**src/rtl/braille_pkg.sv**
```systemverilog
// rtl/braille_pkg.sv - shared types, ASCII bounds and Braille lookup for the cell driver
//
// Purpose: FSM state enum, ASCII letter bounds, case-fold offset and the
//          letter -> 6-dot pattern lookup used by braille_cell_driver.
// Ports:   none (package).
package braille_pkg;

  typedef enum logic [1:0] {
    ST_IDLE,
    ST_PULSE,
    ST_HOLD,
    ST_GAP
  } state_e;

  localparam logic [7:0] ASCII_UP_A = 8'h41;
  localparam logic [7:0] ASCII_UP_Z = 8'h5A;
  localparam logic [7:0] ASCII_LO_A = 8'h61;
  localparam logic [7:0] ASCII_LO_Z = 8'h7A;
  localparam logic [7:0] CASE_OFS   = 8'h20;

  function automatic logic is_upper(input logic [7:0] c);
    return (c >= ASCII_UP_A) && (c <= ASCII_UP_Z);
  endfunction

  function automatic logic is_lower(input logic [7:0] c);
    return (c >= ASCII_LO_A) && (c <= ASCII_LO_Z);
  endfunction

  function automatic logic is_letter(input logic [7:0] c);
    return is_upper(c) || is_lower(c);
  endfunction

  function automatic logic [7:0] to_upper(input logic [7:0] c);
    return is_lower(c) ? (c - CASE_OFS) : c;
  endfunction

  // Bit k of the result drives Braille dot k+1. Expects an uppercase code.
  function automatic logic [5:0] ascii_to_dots(input logic [7:0] c);
    logic [5:0] d;
    case (c)
      8'h41:   d = 6'b000001; // A
      8'h42:   d = 6'b000011; // B
      8'h43:   d = 6'b001001; // C
      8'h44:   d = 6'b011001; // D
      8'h45:   d = 6'b010001; // E
      8'h46:   d = 6'b001011; // F
      8'h47:   d = 6'b011011; // G
      8'h48:   d = 6'b010011; // H
      8'h49:   d = 6'b001010; // I
      8'h4A:   d = 6'b011010; // J
      8'h4B:   d = 6'b000101; // K
      8'h4C:   d = 6'b000111; // L
      8'h4D:   d = 6'b001101; // M
      8'h4E:   d = 6'b011101; // N
      8'h4F:   d = 6'b010101; // O
      8'h50:   d = 6'b001111; // P
      8'h51:   d = 6'b011111; // Q
      8'h52:   d = 6'b010111; // R
      8'h53:   d = 6'b001110; // S
      8'h54:   d = 6'b011110; // T
      8'h55:   d = 6'b100101; // U
      8'h56:   d = 6'b100111; // V
      8'h57:   d = 6'b111010; // W
      8'h58:   d = 6'b101101; // X
      8'h59:   d = 6'b111101; // Y
      8'h5A:   d = 6'b110101; // Z
      default: d = 6'b000000;
    endcase
    return d;
  endfunction

endpackage

```
**src/rtl/braille_fifo.sv**
```systemverilog
// rtl/braille_fifo.sv - synchronous letter FIFO with full-and-pop push acceptance
//
// Purpose: DEPTH x WIDTH synchronous FIFO. A push while full is accepted only
//          when a pop happens in the same cycle.
// Ports:   clk, reset (async, active-high)
//          push_i, wdata_i       - write strobe and data
//          pop_i, rdata_o        - read strobe and head-of-queue data
//          full_o, empty_o       - status
//          count_o               - number of stored entries
module braille_fifo #(
  parameter int unsigned DEPTH = 4,
  parameter int unsigned WIDTH = 8
) (
  input  logic                     clk,
  input  logic                     reset,
  input  logic                     push_i,
  input  logic [WIDTH-1:0]         wdata_i,
  input  logic                     pop_i,
  output logic [WIDTH-1:0]         rdata_o,
  output logic                     full_o,
  output logic                     empty_o,
  output logic [$clog2(DEPTH):0]   count_o
);

  localparam int unsigned AW = $clog2(DEPTH);
  localparam int unsigned CW = AW + 1;

  logic [WIDTH-1:0] mem_q [DEPTH];
  logic [AW-1:0]    wr_ptr_q, rd_ptr_q;
  logic [CW-1:0]    count_q;
  logic             do_push, do_pop;

  assign full_o  = (count_q == CW'(DEPTH));
  assign empty_o = (count_q == '0);
  assign count_o = count_q;
  assign rdata_o = mem_q[rd_ptr_q];

  // A pop frees the slot this cycle, so a push into a full queue still fits.
  assign do_pop  = pop_i && !empty_o;
  assign do_push = push_i && (!full_o || do_pop);

  always_ff @(posedge clk) begin
    if (do_push) mem_q[wr_ptr_q] <= wdata_i;
  end

  always_ff @(posedge clk or posedge reset) begin
    if (reset) begin
      wr_ptr_q <= '0;
      rd_ptr_q <= '0;
      count_q  <= '0;
    end else begin
      if (do_push) wr_ptr_q <= wr_ptr_q + AW'(1);
      if (do_pop)  rd_ptr_q <= rd_ptr_q + AW'(1);
      case ({do_push, do_pop})
        2'b10:   count_q <= count_q + CW'(1);
        2'b01:   count_q <= count_q - CW'(1);
        default: count_q <= count_q;
      endcase
    end
  end

endmodule

```
**src/rtl/braille_cell_driver.sv**
```systemverilog
// rtl/braille_cell_driver.sv - queues predicted letters and sequences a 6-dot Braille cell
//
// Purpose: filters/case-folds incoming ASCII, queues letters, and drives a
//          refreshable Braille cell through PULSE, HOLD and GAP phases.
// Option:  BRAILLE_DUP_SUPPRESS_EN - drop a letter equal to the last accepted one.
// Ports:   clk, reset (async, active-high)
//          i_valid, i_alpha      - letter strobe and ASCII code
//          o_dots, o_pulse       - dot drive and solenoid strobe
//          o_busy, o_cur_char    - FSM activity and displayed letter
//          o_fifo_cnt            - queued letters
//          o_reject, o_overflow  - non-letter pulse, sticky drop flag
module braille_cell_driver
  import braille_pkg::*;
#(
  parameter int unsigned FIFO_DEPTH = 4,
  parameter int unsigned PULSE_CYC  = 1_000_000,
  parameter int unsigned HOLD_CYC   = 50_000_000,
  parameter int unsigned GAP_CYC    = 10_000_000
) (
  input  logic                          clk,
  input  logic                          reset,
  input  logic                          i_valid,
  input  logic [7:0]                    i_alpha,
  output logic [5:0]                    o_dots,
  output logic                          o_pulse,
  output logic                          o_busy,
  output logic [7:0]                    o_cur_char,
  output logic [$clog2(FIFO_DEPTH):0]   o_fifo_cnt,
  output logic                          o_reject,
  output logic                          o_overflow
);

  localparam int unsigned MAX_PH  = (PULSE_CYC > HOLD_CYC) ? PULSE_CYC : HOLD_CYC;
  localparam int unsigned MAX_CYC = (MAX_PH > GAP_CYC) ? MAX_PH : GAP_CYC;
  localparam int unsigned CNT_W   = $clog2(MAX_CYC + 1);

  if (PULSE_CYC == 0 || HOLD_CYC == 0 || GAP_CYC == 0) begin : g_bad_cyc
    $error("braille_cell_driver: PULSE_CYC, HOLD_CYC and GAP_CYC must be nonzero");
  end
  if (FIFO_DEPTH < 2 || (FIFO_DEPTH & (FIFO_DEPTH - 1)) != 0) begin : g_bad_depth
    $error("braille_cell_driver: FIFO_DEPTH must be a power of 2 and at least 2");
  end

  logic [7:0]       alpha_up;
  logic             letter_ok, push, pop;
  logic             reject_d, overflow_d;
  logic             fifo_full, fifo_empty;
  logic [7:0]       fifo_rdata;

  state_e           state_q;
  logic [CNT_W-1:0] cnt_q;
  logic [5:0]       dots_q;
  logic             pulse_q, busy_q, reject_q, overflow_q;
  logic [7:0]       char_q;

  assign alpha_up  = to_upper(i_alpha);
  assign letter_ok = i_valid && is_letter(i_alpha);
  assign reject_d  = i_valid && !is_letter(i_alpha);

`ifdef BRAILLE_DUP_SUPPRESS_EN
  // Reset value 0 never matches a letter, so the first letter always passes.
  logic [7:0] last_q;
  assign push = letter_ok && (alpha_up != last_q);
  always_ff @(posedge clk or posedge reset) begin
    if (reset)     last_q <= '0;
    else if (push) last_q <= alpha_up;
  end
`else
  assign push = letter_ok;
`endif

  assign pop        = (state_q == ST_IDLE) && !fifo_empty;
  assign overflow_d = overflow_q || (push && fifo_full && !pop);

  braille_fifo #(
    .DEPTH (FIFO_DEPTH),
    .WIDTH (8)
  ) u_fifo (
    .clk     (clk),
    .reset   (reset),
    .push_i  (push),
    .wdata_i (alpha_up),
    .pop_i   (pop),
    .rdata_o (fifo_rdata),
    .full_o  (fifo_full),
    .empty_o (fifo_empty),
    .count_o (o_fifo_cnt)
  );

  always_ff @(posedge clk or posedge reset) begin
    if (reset) begin
      reject_q   <= 1'b0;
      overflow_q <= 1'b0;
    end else begin
      reject_q   <= reject_d;
      overflow_q <= overflow_d;
    end
  end

  // Counter is loaded with N-1 on phase entry; the phase ends on the cycle
  // it reads zero, giving exactly N cycles per phase.
  always_ff @(posedge clk or posedge reset) begin
    if (reset) begin
      state_q <= ST_IDLE;
      cnt_q   <= '0;
      dots_q  <= '0;
      pulse_q <= 1'b0;
      busy_q  <= 1'b0;
      char_q  <= '0;
    end else begin
      case (state_q)
        ST_IDLE: begin
          if (pop) begin
            state_q <= ST_PULSE;
            cnt_q   <= CNT_W'(PULSE_CYC - 1);
            dots_q  <= ascii_to_dots(fifo_rdata);
            char_q  <= fifo_rdata;
            pulse_q <= 1'b1;
            busy_q  <= 1'b1;
          end
        end
        ST_PULSE: begin
          if (cnt_q == '0) begin
            state_q <= ST_HOLD;
            cnt_q   <= CNT_W'(HOLD_CYC - 1);
            pulse_q <= 1'b0;
          end else begin
            cnt_q <= cnt_q - CNT_W'(1);
          end
        end
        ST_HOLD: begin
          if (cnt_q == '0) begin
            state_q <= ST_GAP;
            cnt_q   <= CNT_W'(GAP_CYC - 1);
            dots_q  <= '0;
          end else begin
            cnt_q <= cnt_q - CNT_W'(1);
          end
        end
        ST_GAP: begin
          if (cnt_q == '0) begin
            state_q <= ST_IDLE;
            busy_q  <= 1'b0;
          end else begin
            cnt_q <= cnt_q - CNT_W'(1);
          end
        end
        default: state_q <= ST_IDLE;
      endcase
    end
  end

  assign o_dots     = dots_q;
  assign o_pulse    = pulse_q;
  assign o_busy     = busy_q;
  assign o_cur_char = char_q;
  assign o_reject   = reject_q;
  assign o_overflow = overflow_q;

endmodule

```
**config.mk**
```make
export PLATFORM = sky130hd
export DESIGN_NAME = braille_cell_driver
export DESIGN_NICKNAME = d
export VERILOG_FILES = /design/src/rtl/braille_pkg.sv /design/src/rtl/braille_fifo.sv /design/src/rtl/braille_cell_driver.sv
export SDC_FILE = /design/constraint.sdc
export NUM_CORES = 1
export LEC_CHECK = 0
export BUFFER_PORTS_ARGS = -buffer_cell sky130_fd_sc_hd__buf_2
export CORE_MARGIN = 4
export CORE_UTILIZATION = 61
export CTS_CLUSTER_DIAMETER = 40
export DETAILED_ROUTE_END_ITERATION = 7
export GPL_ROUTABILITY_DRIVEN = 0
export PLACE_DENSITY = 0.8
export SYNTH_ARGS = -nofsm -noshare
export SYNTH_HDL_FRONTEND = slang
export SYNTH_HIERARCHICAL = 1
export SYNTH_SLANG_ARGS = --single-unit
```
**constraint.sdc**
```tcl
create_clock -name clk -period 3.4 [get_ports clk]
set_input_delay 0.51 -clock clk [delete_from_list [all_inputs] [get_ports clk]]
set_output_delay 0.51 -clock clk [all_outputs]
set_load 0.01 [all_outputs]
```
==> flow_metrics.env, run 1 <==
export IMPL_core_area_sq_mm=0.007687
export IMPL_crit_chain="inv_1 > ha_1 > or4b_2 > nor3_1 > nand2_1 > a21boi_0 > mux2_2"
export IMPL_ys_seq_elements=85
export IMPL_power_leakage_nw=2.127
export IMPL_vias=3727
export IMPL_skew_ns=0.01943
export IMPL_crit_fanout=6
export IMPL_p_sw_share_pct=44.87
export IMPL_finalWorstSetupSlack_ns=0.5547
export IMPL_yosysTopAreaCellShare_pct=27.73
export IMPL_worstPathRequired_ns=3.65
export IMPL_synth_cell_area_sq_mm=0.004783
export IMPL_grt_usage_pct=25.66
export IMPL_critPathKind="reg -> reg"
export IMPL_pwr_share_seq_pct=34.3
export IMPL_grt_ovfl_total=0
export IMPL_firstDrtPassIters=5
export IMPL_drtIter0Drc=226
export IMPL_period_share_pct=83.69
export IMPL_num_rows=32
export IMPL_status="complete, no violations"
export IMPL_fillCellCount=578
export IMPL_slew_headroom_pct=33.01
export IMPL_placedCellCount=559
export IMPL_synth_common_cells="dfrtp_1 (53), nor2_1 (34), edfxtp_1 (32)"
export IMPL_layout_cells_non_filler=575
export IMPL_crit_start="cnt_q[0]"
export IMPL_dieHeight_microns=96.55
export IMPL_synth_area_leaders="dfrtp_1 (28%), edfxtp_1 (20%), ha_1 (5.0%)"
export IMPL_start_util_pct=62.22
export IMPL_synthCells=442
export IMPL_wl_microns=10910
export IMPL_ir_drop_uv=408.1
export IMPL_synth_edf_count=32
export IMPL_worstPathArrival_ns=3.10
export IMPL_cts_sinks=85
export IMPL_r2r_start="cnt_q[0]"
export IMPL_p_switching_mw=2.101
export IMPL_cts_tree="built"
export IMPL_place_port_buffers=31
export IMPL_first_global_vias=3600
export IMPL_vias_per_cell=6.482
export IMPL_crit_path_start_kind="flop"
export IMPL_setup_viol=0
export IMPL_pwr_share_comb_pct=50.1
export IMPL_layout_nets=499
export IMPL_crit_end="state_q[1]"
export IMPL_antenna_found_initial=0
export IMPL_dp_slack_ns=0.5757
export IMPL_ff2ff_setup_slack_ns=0.55
export IMPL_fin_area_sq_mm=0.005213
export IMPL_hold_path_class="in -> async"
export IMPL_max_cap_violations=0
export IMPL_numCtsBuffers=9
export IMPL_drive_above_1_share_pct=19.87
export IMPL_tightest_slew_ns=1.005
export IMPL_pin_count=32
export IMPL_min_period_ns=2.845
export IMPL_grt_pass1_wl_microns=17980
export IMPL_synth_area_leader_cell="dfrtp_1"
export IMPL_syn_num_nets=473
export IMPL_antenna_cells=0
export IMPL_antenna_left=0
export IMPL_insertion_delay_ns=0.37
export IMPL_slew_viol_final=0
export IMPL_die_area_sq_mm=0.009322
export IMPL_dp_hpwl_microns=7704
export IMPL_cts_setup_buffers=0
export IMPL_cts_resized=0
export IMPL_clkPwrFrac_pct=15.6
export IMPL_final_setup_tns_ns=0
export IMPL_rsz0062_at_grt="false"
export IMPL_ff2ff_path_depth=7
export IMPL_hold_violations=0
export IMPL_crit_slowest_cell="or4b_2"
export IMPL_area_delta_synth_final_pct=8.972
export IMPL_clk_pin_slew_ns=0.11
export IMPL_slowest_delay_ns=0.60
export IMPL_synthDistinctLibCells=66
export IMPL_yosysSeqAreaShare_pct=47.82
export IMPL_synth_ff_type="dfrtp_1"
export IMPL_syn_avg_cell_area_sq_um=10.82
export IMPL_p_int_mw=2.582
export IMPL_cellPowerDensity_mw_per_mm2=898.4
export IMPL_ys_warn_count=6
export IMPL_end_kind="flop"
export IMPL_grt_max_degree=47
export IMPL_holdBufCountCts=0
export IMPL_htreeDepth=3
export IMPL_synthArstFlopShare_pct=62.35
export IMPL_yosysMostFrequentCell="dfrtp_1"
export IMPL_fmax_mhz=351.5
export IMPL_dpl_cell_area_sq_mm=0.005011
export IMPL_clockRootBuffer="clkbuf_8"
export IMPL_r2r_end="state_q[1]"
export IMPL_dieWidth_microns=96.55
export IMPL_clock_path_buffers=2
export IMPL_routedWlPerCell_microns=18.98
export IMPL_drc=0
==> logic make-up after synthesis <==
group,synth area share (%)
AOI/OAI and AO/OA,16.03
xor gates and xnor gates,1.282
adders and majority gates,5.388
buffers and inverters,3.976
DFF,47.82
muxes,9.364
and+or+nand+nor,16.14
==> flip-flops by register name, summed over array words and instances, names as in the netlist <==
name	flops
cnt_q	26
o_busy	1
o_cur_char	8
o_dots	6
o_overflow	1
o_pulse	1
o_reject	1
state_q	2
u_fifo/count_o	3
u_fifo/mem_q	32
u_fifo/rd_ptr_q	2
u_fifo/wr_ptr_q	2
==> worst min-delay path by stage <==
stage	slack [ns]	endpoint	startpoint	cells after the start
4_1_cts	0.08	u_fifo/count_o[2]	reset	2
5_1_grt	0.08	u_fifo/count_o[2]	reset	2
3_3_place_gp	0.48	u_fifo/count_o[0]	reset	2
2_1_floorplan	0.31	u_fifo/count_o[0]	reset	1
6_report	0.08	u_fifo/count_o[2]	reset	2
3_5_place_dp	0.49	u_fifo/count_o[1]	reset	2
==> critical path, delay by kind of cell, from the launching register on <==
family | cells | cell delay (ns)
buffers and inverters | 1 | 0.12
adders and majority gates | 1 | 0.16
and+or+nand+nor | 3 | 1.26
muxes | 1 | 0.38
DFF | 1 | 0.43
AOI/OAI and AO/OA | 1 | 0.39
==> metrics by stage <==
step                hold WS [ns]  utilization [%]  total power [mW]
finish                   0.07547            67.81             4.683
global route             0.08486            67.81             5.003
CTS                      0.08495            67.81             4.648
detailed placement        0.4875            65.19             3.919
global placement          0.4801            65.19             3.823
floorplan                 0.3134                -             3.298
==> power groups by stage <==
stage | clock, mW | combinational, mW | sequential [mW]
after floorplan | 0 | 1.74 | 1.56
after global placement | 0 | 2.22 | 1.60
after detailed placement | 0 | 2.30 | 1.62
after CTS | 0.739 | 2.31 | 1.60
after global routing | 0.793 | 2.57 | 1.64
final | 0.731 | 2.35 | 1.60
==> metal layers <==
layer	vias up	wire, microns	GRT usage [%]
met4	0	206	7.944
met3	23	583	6.119
met5	-	0	0
met2	140	5428	42.82
li1	1739	-	-
met1	1825	4695	33.30
==> cell type report <==
class                      instances  area (sq um)  share of cell area, %
multi-input combinational        310          2306                  44.24
sequential                        85          2287                  43.88
timing repair buffer              36         192.7                  3.697
tap                              102         127.6                  2.448
clock buffer                       9         123.9                  2.376
inverter                          26         97.59                  1.872
clock inverter                     7         77.57                  1.488
==> placed cells by master (no fill, tap or decap), types with 5 or more instances in the layout <==
cell type / instances
dfrtp_1: 53
nor2_1: 34
edfxtp_1: 32
buf_2: 31
a21oi_1: 27
inv_1: 25
ha_1: 19
o21ai_0: 18
nand2_1: 17
nor3_1: 16
mux2_2: 16
a31oi_1: 12
nor4_1: 12
or4_1: 9
mux4_2: 9
clkbuf_8: 9
nand2b_1: 6
mux2i_1: 5
nand3_1: 5
o2bb2ai_1: 5
nand4_1: 5
or3_1: 5
xnor2_1: 5
buf_4: 5
Power figures use the tool's default switching activity.
==> run 2, diff against run 1 <==
--- a/config.mk
+++ b/config.mk
@@ -5,6 +5,7 @@
 export SDC_FILE = /design/constraint.sdc
 export NUM_CORES = 1
 export LEC_CHECK = 0
+export ABC_AREA = 1
 export BUFFER_PORTS_ARGS = -buffer_cell sky130_fd_sc_hd__buf_2
 export CORE_MARGIN = 4
 export CORE_UTILIZATION = 61
==> constraint.sdc (replaced) <==
create_clock -name clk -period 2.62 [get_ports clk]
set_input_delay 0.393 -clock clk [delete_from_list [all_inputs] [get_ports clk]]
set_output_delay 0.393 -clock clk [all_outputs]
set_load 0.01 [all_outputs]
==> run 2 against run 1 <==
Net effect:
- register-to-register slack worse by 0.26 ns
- worst setup slack got worse by 0.26 ns
- combinational power is 83% lower
- largest power group is now registers
==> flow_metrics.env, run 2 <==
export IMPL_synth_ff_type="dfrtp_1"
export IMPL_hold_violations=0
export IMPL_crit_slowest_cell="dfrtp_1"
export IMPL_synthCells=607
export IMPL_slew_viol_final=0
export IMPL_antenna_found_initial=0
export IMPL_p_switching_mw=0.8652
export IMPL_layout_cells_non_filler=755
export IMPL_num_rows=32
export IMPL_rsz0062_at_grt="false"
export IMPL_fmax_mhz=429.2
export IMPL_synth_edf_count=32
export IMPL_crit_fanout=17
export IMPL_vias_per_cell=5.677
export IMPL_antenna_cells=0
export IMPL_clock_path_buffers=2
export IMPL_p_sw_share_pct=30.49
export IMPL_htreeDepth=3
export IMPL_period_share_pct=88.94
export IMPL_synth_cell_area_sq_mm=0.004979
export IMPL_dp_hpwl_microns=8452
export IMPL_drtIter0Drc=370
export IMPL_start_util_pct=63.44
export IMPL_top_register="u_fifo/mem_q"
export IMPL_dieWidth_microns=98.34
export IMPL_critPathKind="reg -> reg"
export IMPL_pwr_share_seq_pct=53.4
export IMPL_path_buf_inv=2
export IMPL_pin_count=32
export IMPL_yosysMostFrequentCell="nand2_1"
export IMPL_crit_chain="inv_2 > nor2_1 > o22ai_2 > inv_1 > ha_1 > or2_2 > o21ai_0 > a21oi_1 > nand2_1 > o21ai_1"
export IMPL_pwr_share_comb_pct=13.8
export IMPL_routedWlPerCell_microns=15.14
export IMPL_place_port_buffers=31
export IMPL_clk_pin_slew_ns=0.10
export IMPL_wl_microns=11430
export IMPL_ys_warn_count=6
export IMPL_grt_pass1_wl_microns=18770
export IMPL_grt_max_degree=26
export IMPL_area_delta_synth_final_pct=9.751
export IMPL_grt_usage_pct=24.15
export IMPL_insertion_delay_ns=0.37
export IMPL_numCtsBuffers=9
export IMPL_dieHeight_microns=98.34
export IMPL_status="complete, no violations"
export IMPL_drc=0
export IMPL_ys_seq_elements=85
export IMPL_yosysSeqAreaShare_pct=45.94
export IMPL_setup_viol=0
export IMPL_yosysTopAreaCellShare_pct=26.64
export IMPL_grt_ovfl_total=0
export IMPL_cellPowerDensity_mw_per_mm2=519.4
export IMPL_p_total_mw=2.838
export IMPL_crit_path_start_kind="flop"
export IMPL_end_kind="flop"
export IMPL_largest_reg_flops=32
export IMPL_synthArstFlopShare_pct=62.35
export IMPL_cts_tree="built"
export IMPL_slew_headroom_pct=54.06
export IMPL_synth_area_leaders="dfrtp_1 (27%), edfxtp_1 (19%), nand2_1 (9.3%)"
export IMPL_final_setup_tns_ns=0
export IMPL_core_area_sq_mm=0.007848
export IMPL_layout_nets=679
export IMPL_syn_num_nets=638
export IMPL_firstDrtPassIters=5
export IMPL_path_delay_family="compound AO/OA/AOI/OAI gates"
export IMPL_cts_setup_buffers=0
export IMPL_p_int_mw=1.973
export IMPL_synthDistinctLibCells=40
export IMPL_drive_above_1_share_pct=17.30
export IMPL_slowest_delay_ns=0.48
export IMPL_clkPwrFrac_pct=32.8
export IMPL_worstPathRequired_ns=2.88
export IMPL_layout_commonest_cell="nand2_1"
export IMPL_min_period_ns=2.330
export IMPL_power_leakage_nw=2.504
export IMPL_skew_ns=0.008849
export IMPL_synth_common_cells="nand2_1 (124), nor2_1 (86), inv_1 (72)"
export IMPL_worstPathArrival_ns=2.59
export IMPL_die_area_sq_mm=0.009671
export IMPL_vias=4286
export IMPL_syn_avg_cell_area_sq_um=8.202
export IMPL_ir_drop_uv=467.6
export IMPL_clockRootBuffer="clkbuf_8"
export IMPL_synth_area_leader_cell="dfrtp_1"
export IMPL_hold_path_class="in -> reg"
export IMPL_max_cap_violations=0
export IMPL_final_cell_mix="nand2_1 (124), nor2_1 (86), inv_1 (71)"
export IMPL_antenna_left=0
export IMPL_placedCellCount=738
export IMPL_first_global_vias=4084
export IMPL_cts_sinks=85
export IMPL_tightest_slew_ns=0.6819
[run 2: final timing paths]
check	startpoint	to	slack (ns)	depth (start not counted)
setup / recovery	u_fifo/rd_ptr_q[0]	o_dots[3]	0.29	10
hold / removal	i_alpha[0]	u_fifo/mem_q[1][0]	0.26	1
setup reg to reg	u_fifo/rd_ptr_q[0]	o_dots[3]	0.29	10
hold reg to reg	o_cur_char[7]	o_cur_char[7]	0.48	2
max in group asynchronous	reset	o_cur_char[3]	1.31	4
min in group asynchronous	reset	u_fifo/count_o[2]	0.51	3
[run 2: per-stage QoR]
step                setup WS [ns]  hold slack [ns]  utilization [%]  instance area (sq um)
floorplan                  0.4032           0.1964                -                   4979
global placement           0.3327           0.3671            66.84                   5245
detailed placement         0.1994           0.3758            66.84                   5245
CTS                        0.1612           0.2509            69.47                   5451
global route              0.08087           0.2579            69.63                   5464
finish                     0.2898           0.2600            69.63                   5464
[run 2: cells by family after synthesis]
kind of cell	Yosys count	share of synthesized area, %
XOR/XNOR	15	2.639
adder cells (fa/ha/maj)	20	5.177
AO/OA/AOI/OAI	111	13.22
flip-flops	85	45.94
AND/OR/NAND/NOR	286	25.31
buffers and inverters	90	7.716
[run 2: layout make-up]
| type | count | area, sq um |
|---|---|---|
| clock buffers | 9 | 123.9 |
| clock inverters | 7 | 72.57 |
| fillers | 598 | 2384 |
| inverters | 78 | 292.8 |
| multi-input cells | 432 | 2320 |
| flip-flops and latches | 85 | 2287 |
| well taps | 102 | 127.6 |
| repair buffers | 42 | 240.2 |
[run 2: worst register-to-register path, delay by kind of cell (launching register included)]
kind,cells,cell delay (ns)
adder cells (fa/ha/maj),1,0.33
flip-flops,1,0.48
AND/OR/NAND/NOR,3,0.47
AO/OA/AOI/OAI,4,0.52
buffers and inverters,2,0.42
[run 2: repair_timing]
item / in CTS / in global routing
gates resized for setup: 0 / 2
hold buffers: 1 / 0
hold endpoints to repair: 7 / 0
setup endpoints to repair: 0 / 2
[run 2: power by group through the flow]
stage               registers (mW)  logic, mW  clock network (mW)
global route                  1.53      0.453                1.01
detailed placement            1.54      0.388                   0
global placement              1.54      0.369                   0
finish                        1.52      0.392               0.931
floorplan                     1.55      0.258                   0
CTS                           1.52      0.393               0.942
[run 2: per-layer routing]
metal  GRT usage, %  part of all wire (%)
met5              0                     0
met4          9.979                   2.6
met3          4.929                   7.7
met2          37.29                    45
met1          33.40                    45
==> run 3, diff against run 2 <==
--- a/config.mk
+++ b/config.mk
@@ -5,11 +5,11 @@
 export SDC_FILE = /design/constraint.sdc
 export NUM_CORES = 1
 export LEC_CHECK = 0
-export ABC_AREA = 1
 export BUFFER_PORTS_ARGS = -buffer_cell sky130_fd_sc_hd__buf_2
 export CORE_MARGIN = 4
 export CORE_UTILIZATION = 61
 export CTS_CLUSTER_DIAMETER = 40
+export CTS_CLUSTER_SIZE = 24
 export DETAILED_ROUTE_END_ITERATION = 7
 export GPL_ROUTABILITY_DRIVEN = 0
 export PLACE_DENSITY = 0.8
==> run 3 against run 2 <==
Net effect:
- combinational power rose to 8.5 times the previous value
- global-route usage is 1.5 points higher
- design area down 0.37%
- non-clock buffer count rose by 21
- wire length down 3.4%
- total power rose by 120%
- cell count decreased by 20%
- register-to-register slack worse by 0.22 ns
- largest power group is now combinational logic
==> flow_metrics.env, run 3 (synthesis results as in run 1) <==
export IMPL_status="complete, no violations"
export IMPL_hold_violations=0
export IMPL_vias_per_cell=6.374
export IMPL_tightest_slew_ns=0.6860
export IMPL_clk_pin_slew_ns=0.10
export IMPL_min_path_cells=1
export IMPL_first_global_vias=3702
export IMPL_path_buf_inv=0
export IMPL_max_cap_violations=0
export IMPL_area_delta_synth_final_pct=13.81
export IMPL_clock_path_buffers=2
export IMPL_pin_count=32
export IMPL_crit_chain="or4_1 > or4_4 > or4_1 > a2bb2oi_1 > o211ai_1"
export IMPL_path_delay_family="simple AND/OR/NAND/NOR gates"
export IMPL_p_int_mw=3.542
export IMPL_critPathKind="reg -> reg"
export IMPL_final_setup_tns_ns=0
export IMPL_insertion_delay_ns=0.36
export IMPL_largest_reg_flops=32
export IMPL_antenna_left=0
export IMPL_grt_usage_pct=25.62
export IMPL_place_port_buffers=31
export IMPL_top_register="u_fifo/mem_q"
export IMPL_crit_start="cnt_q[7]"
export IMPL_firstDrtPassIters=5
export IMPL_setup_viol=0
export IMPL_worst_path_most_repeated_cell="or4_1"
export IMPL_fin_area_sq_mm=0.005444
export IMPL_pwr_share_comb_pct=53.1
export IMPL_grt_ovfl_total=0
export IMPL_drtIter0Drc=302
export IMPL_ir_drop_uv=529.6
export IMPL_crit_end="cnt_q[25]"
export IMPL_holdWs_ns=0.2889
export IMPL_ff2ff_path_depth=5
export IMPL_crit_path_start_kind="flop"
export IMPL_final_cell_mix="dfrtp_1 (53), nor2_1 (34), edfxtp_1 (32)"
export IMPL_power_leakage_nw=2.274
export IMPL_placedCellCount=585
export IMPL_p_switching_mw=2.763
export IMPL_pwr_share_seq_pct=31.8
export IMPL_antenna_cells=0
export IMPL_path_depth=5
export IMPL_vias=3837
export IMPL_layout_nets=526
export IMPL_r2r_end="cnt_q[25]"
export IMPL_num_rows=32
export IMPL_grt_pass1_wl_microns=18170
export IMPL_htreeDepth=3
export IMPL_numCtsBuffers=9
export IMPL_min_period_ns=2.555
export IMPL_crit_slowest_cell="or4_1"
export IMPL_hold_path_class="in -> reg"
export IMPL_antenna_found_initial=0
export IMPL_routedWlPerCell_microns=18.35
export IMPL_core_area_sq_mm=0.007687
export IMPL_worstPathRequired_ns=2.90
export IMPL_cts_tree="built"
export IMPL_ff2ff_setup_slack_ns=0.07
export IMPL_cts_setup_buffers=0
export IMPL_slew_headroom_pct=53.85
export IMPL_clkPwrFrac_pct=15.1
export IMPL_layout_commonest_cell="dfrtp_1"
export IMPL_grt_max_degree=24
export IMPL_period_share_pct=97.51
export IMPL_fillCellCount=560
export IMPL_dp_hpwl_microns=8193
export IMPL_fmax_mhz=391.4
export IMPL_cts_sinks=85
export IMPL_r2r_start="cnt_q[7]"
export IMPL_dieWidth_microns=96.55
export IMPL_start_util_pct=62.22
export IMPL_crit_fanout=5
export IMPL_drive_above_1_share_pct=24.40
export IMPL_die_area_sq_mm=0.009322
export IMPL_dpl_cell_area_sq_mm=0.005219
export IMPL_drc=0
export IMPL_skew_ns=0.008749
export IMPL_rsz0062_at_grt="false"
export IMPL_slowest_delay_ns=0.65
export IMPL_slew_viol_final=0
export IMPL_end_kind="flop"
export IMPL_dieHeight_microns=96.55
export IMPL_layout_cells_non_filler=602
export IMPL_cellPowerDensity_mw_per_mm2=1158
export IMPL_wl_microns=11050
export IMPL_worstPathArrival_ns=2.83
export IMPL_clockRootBuffer="clkbuf_8"
export IMPL_p_sw_share_pct=43.82
-- run 3: cell count changes in the layout (fill, tap and decap cells not counted), moves of 11 or more --
cell	delta
mux2_2	+16
xor2_1	-11
inv_1	-46
nor3_1	+14
nor2_1	-52
o21ai_0	-33
nor2_2	-13
nor4_1	+11
nand3_1	-28
buf_4	+20
nand2_1	-107
a31oi_1	+12
-- run 3: worst min path at each step --
stage,startpoint,end
final,i_alpha[1],u_fifo/mem_q[3][1]
after global routing,i_alpha[1],u_fifo/mem_q[2][1]
after CTS,i_alpha[1],u_fifo/mem_q[3][1]
after detailed placement,reset,cnt_q[4]
after global placement,reset,cnt_q[4]
after floorplan,reset,u_fifo/count_o[0]
-- run 3: what timing repair did --
item	in CTS	in global routing
resized for setup	0	3
hold endpoints to repair	14	0
endpoints found under the setup margin	0	8
hold buffers	1	0
-- run 3: cell type report --
| type | count | area [sq um] | area share (%) |
|---|---|---|---|
| tap | 102 | 127.6 | 2.344 |
| clock inverter | 7 | 86.33 | 1.586 |
| inverter | 26 | 97.59 | 1.793 |
| sequential | 85 | 2287 | 42.01 |
| multi-input combinational | 310 | 2311 | 42.45 |
| timing repair buffer | 63 | 410.4 | 7.539 |
| clock buffer | 9 | 123.9 | 2.275 |
-- run 3: layer usage --
layer | share of wire (%) | vias to the layer above | global-route usage (%)
met3 | 6.0 | 30 | 4.338
met4 | 2.6 | 0 | 10.16
met2 | 49 | 163 | 42.36
met1 | 42 | 1853 | 33.74
li1 | - | 1791 | -
met5 | 0 | - | 0
-- run 3: power groups by stage --
stage               sequential [mW]  clock, mW  combinational, mW
finish                         2.00      0.953               3.35
floorplan                      2.02          0               2.26
global placement               2.01          0               3.19
global route                   2.06       1.04               3.67
detailed placement             2.03          0               3.29
CTS                            2.00      0.974               3.30
-- run 3: metrics by stage --
stage          power (mW)  setup WS [ns]  utilization, %
2_1_floorplan       4.282         0.1007               -
3_3_place_gp        5.198         0.1724           67.89
3_5_place_dp        5.316        0.08116           67.89
4_1_cts             6.273        0.08796           70.75
5_1_grt             6.759        0.01766           70.82
6_report            6.305        0.06515           70.82
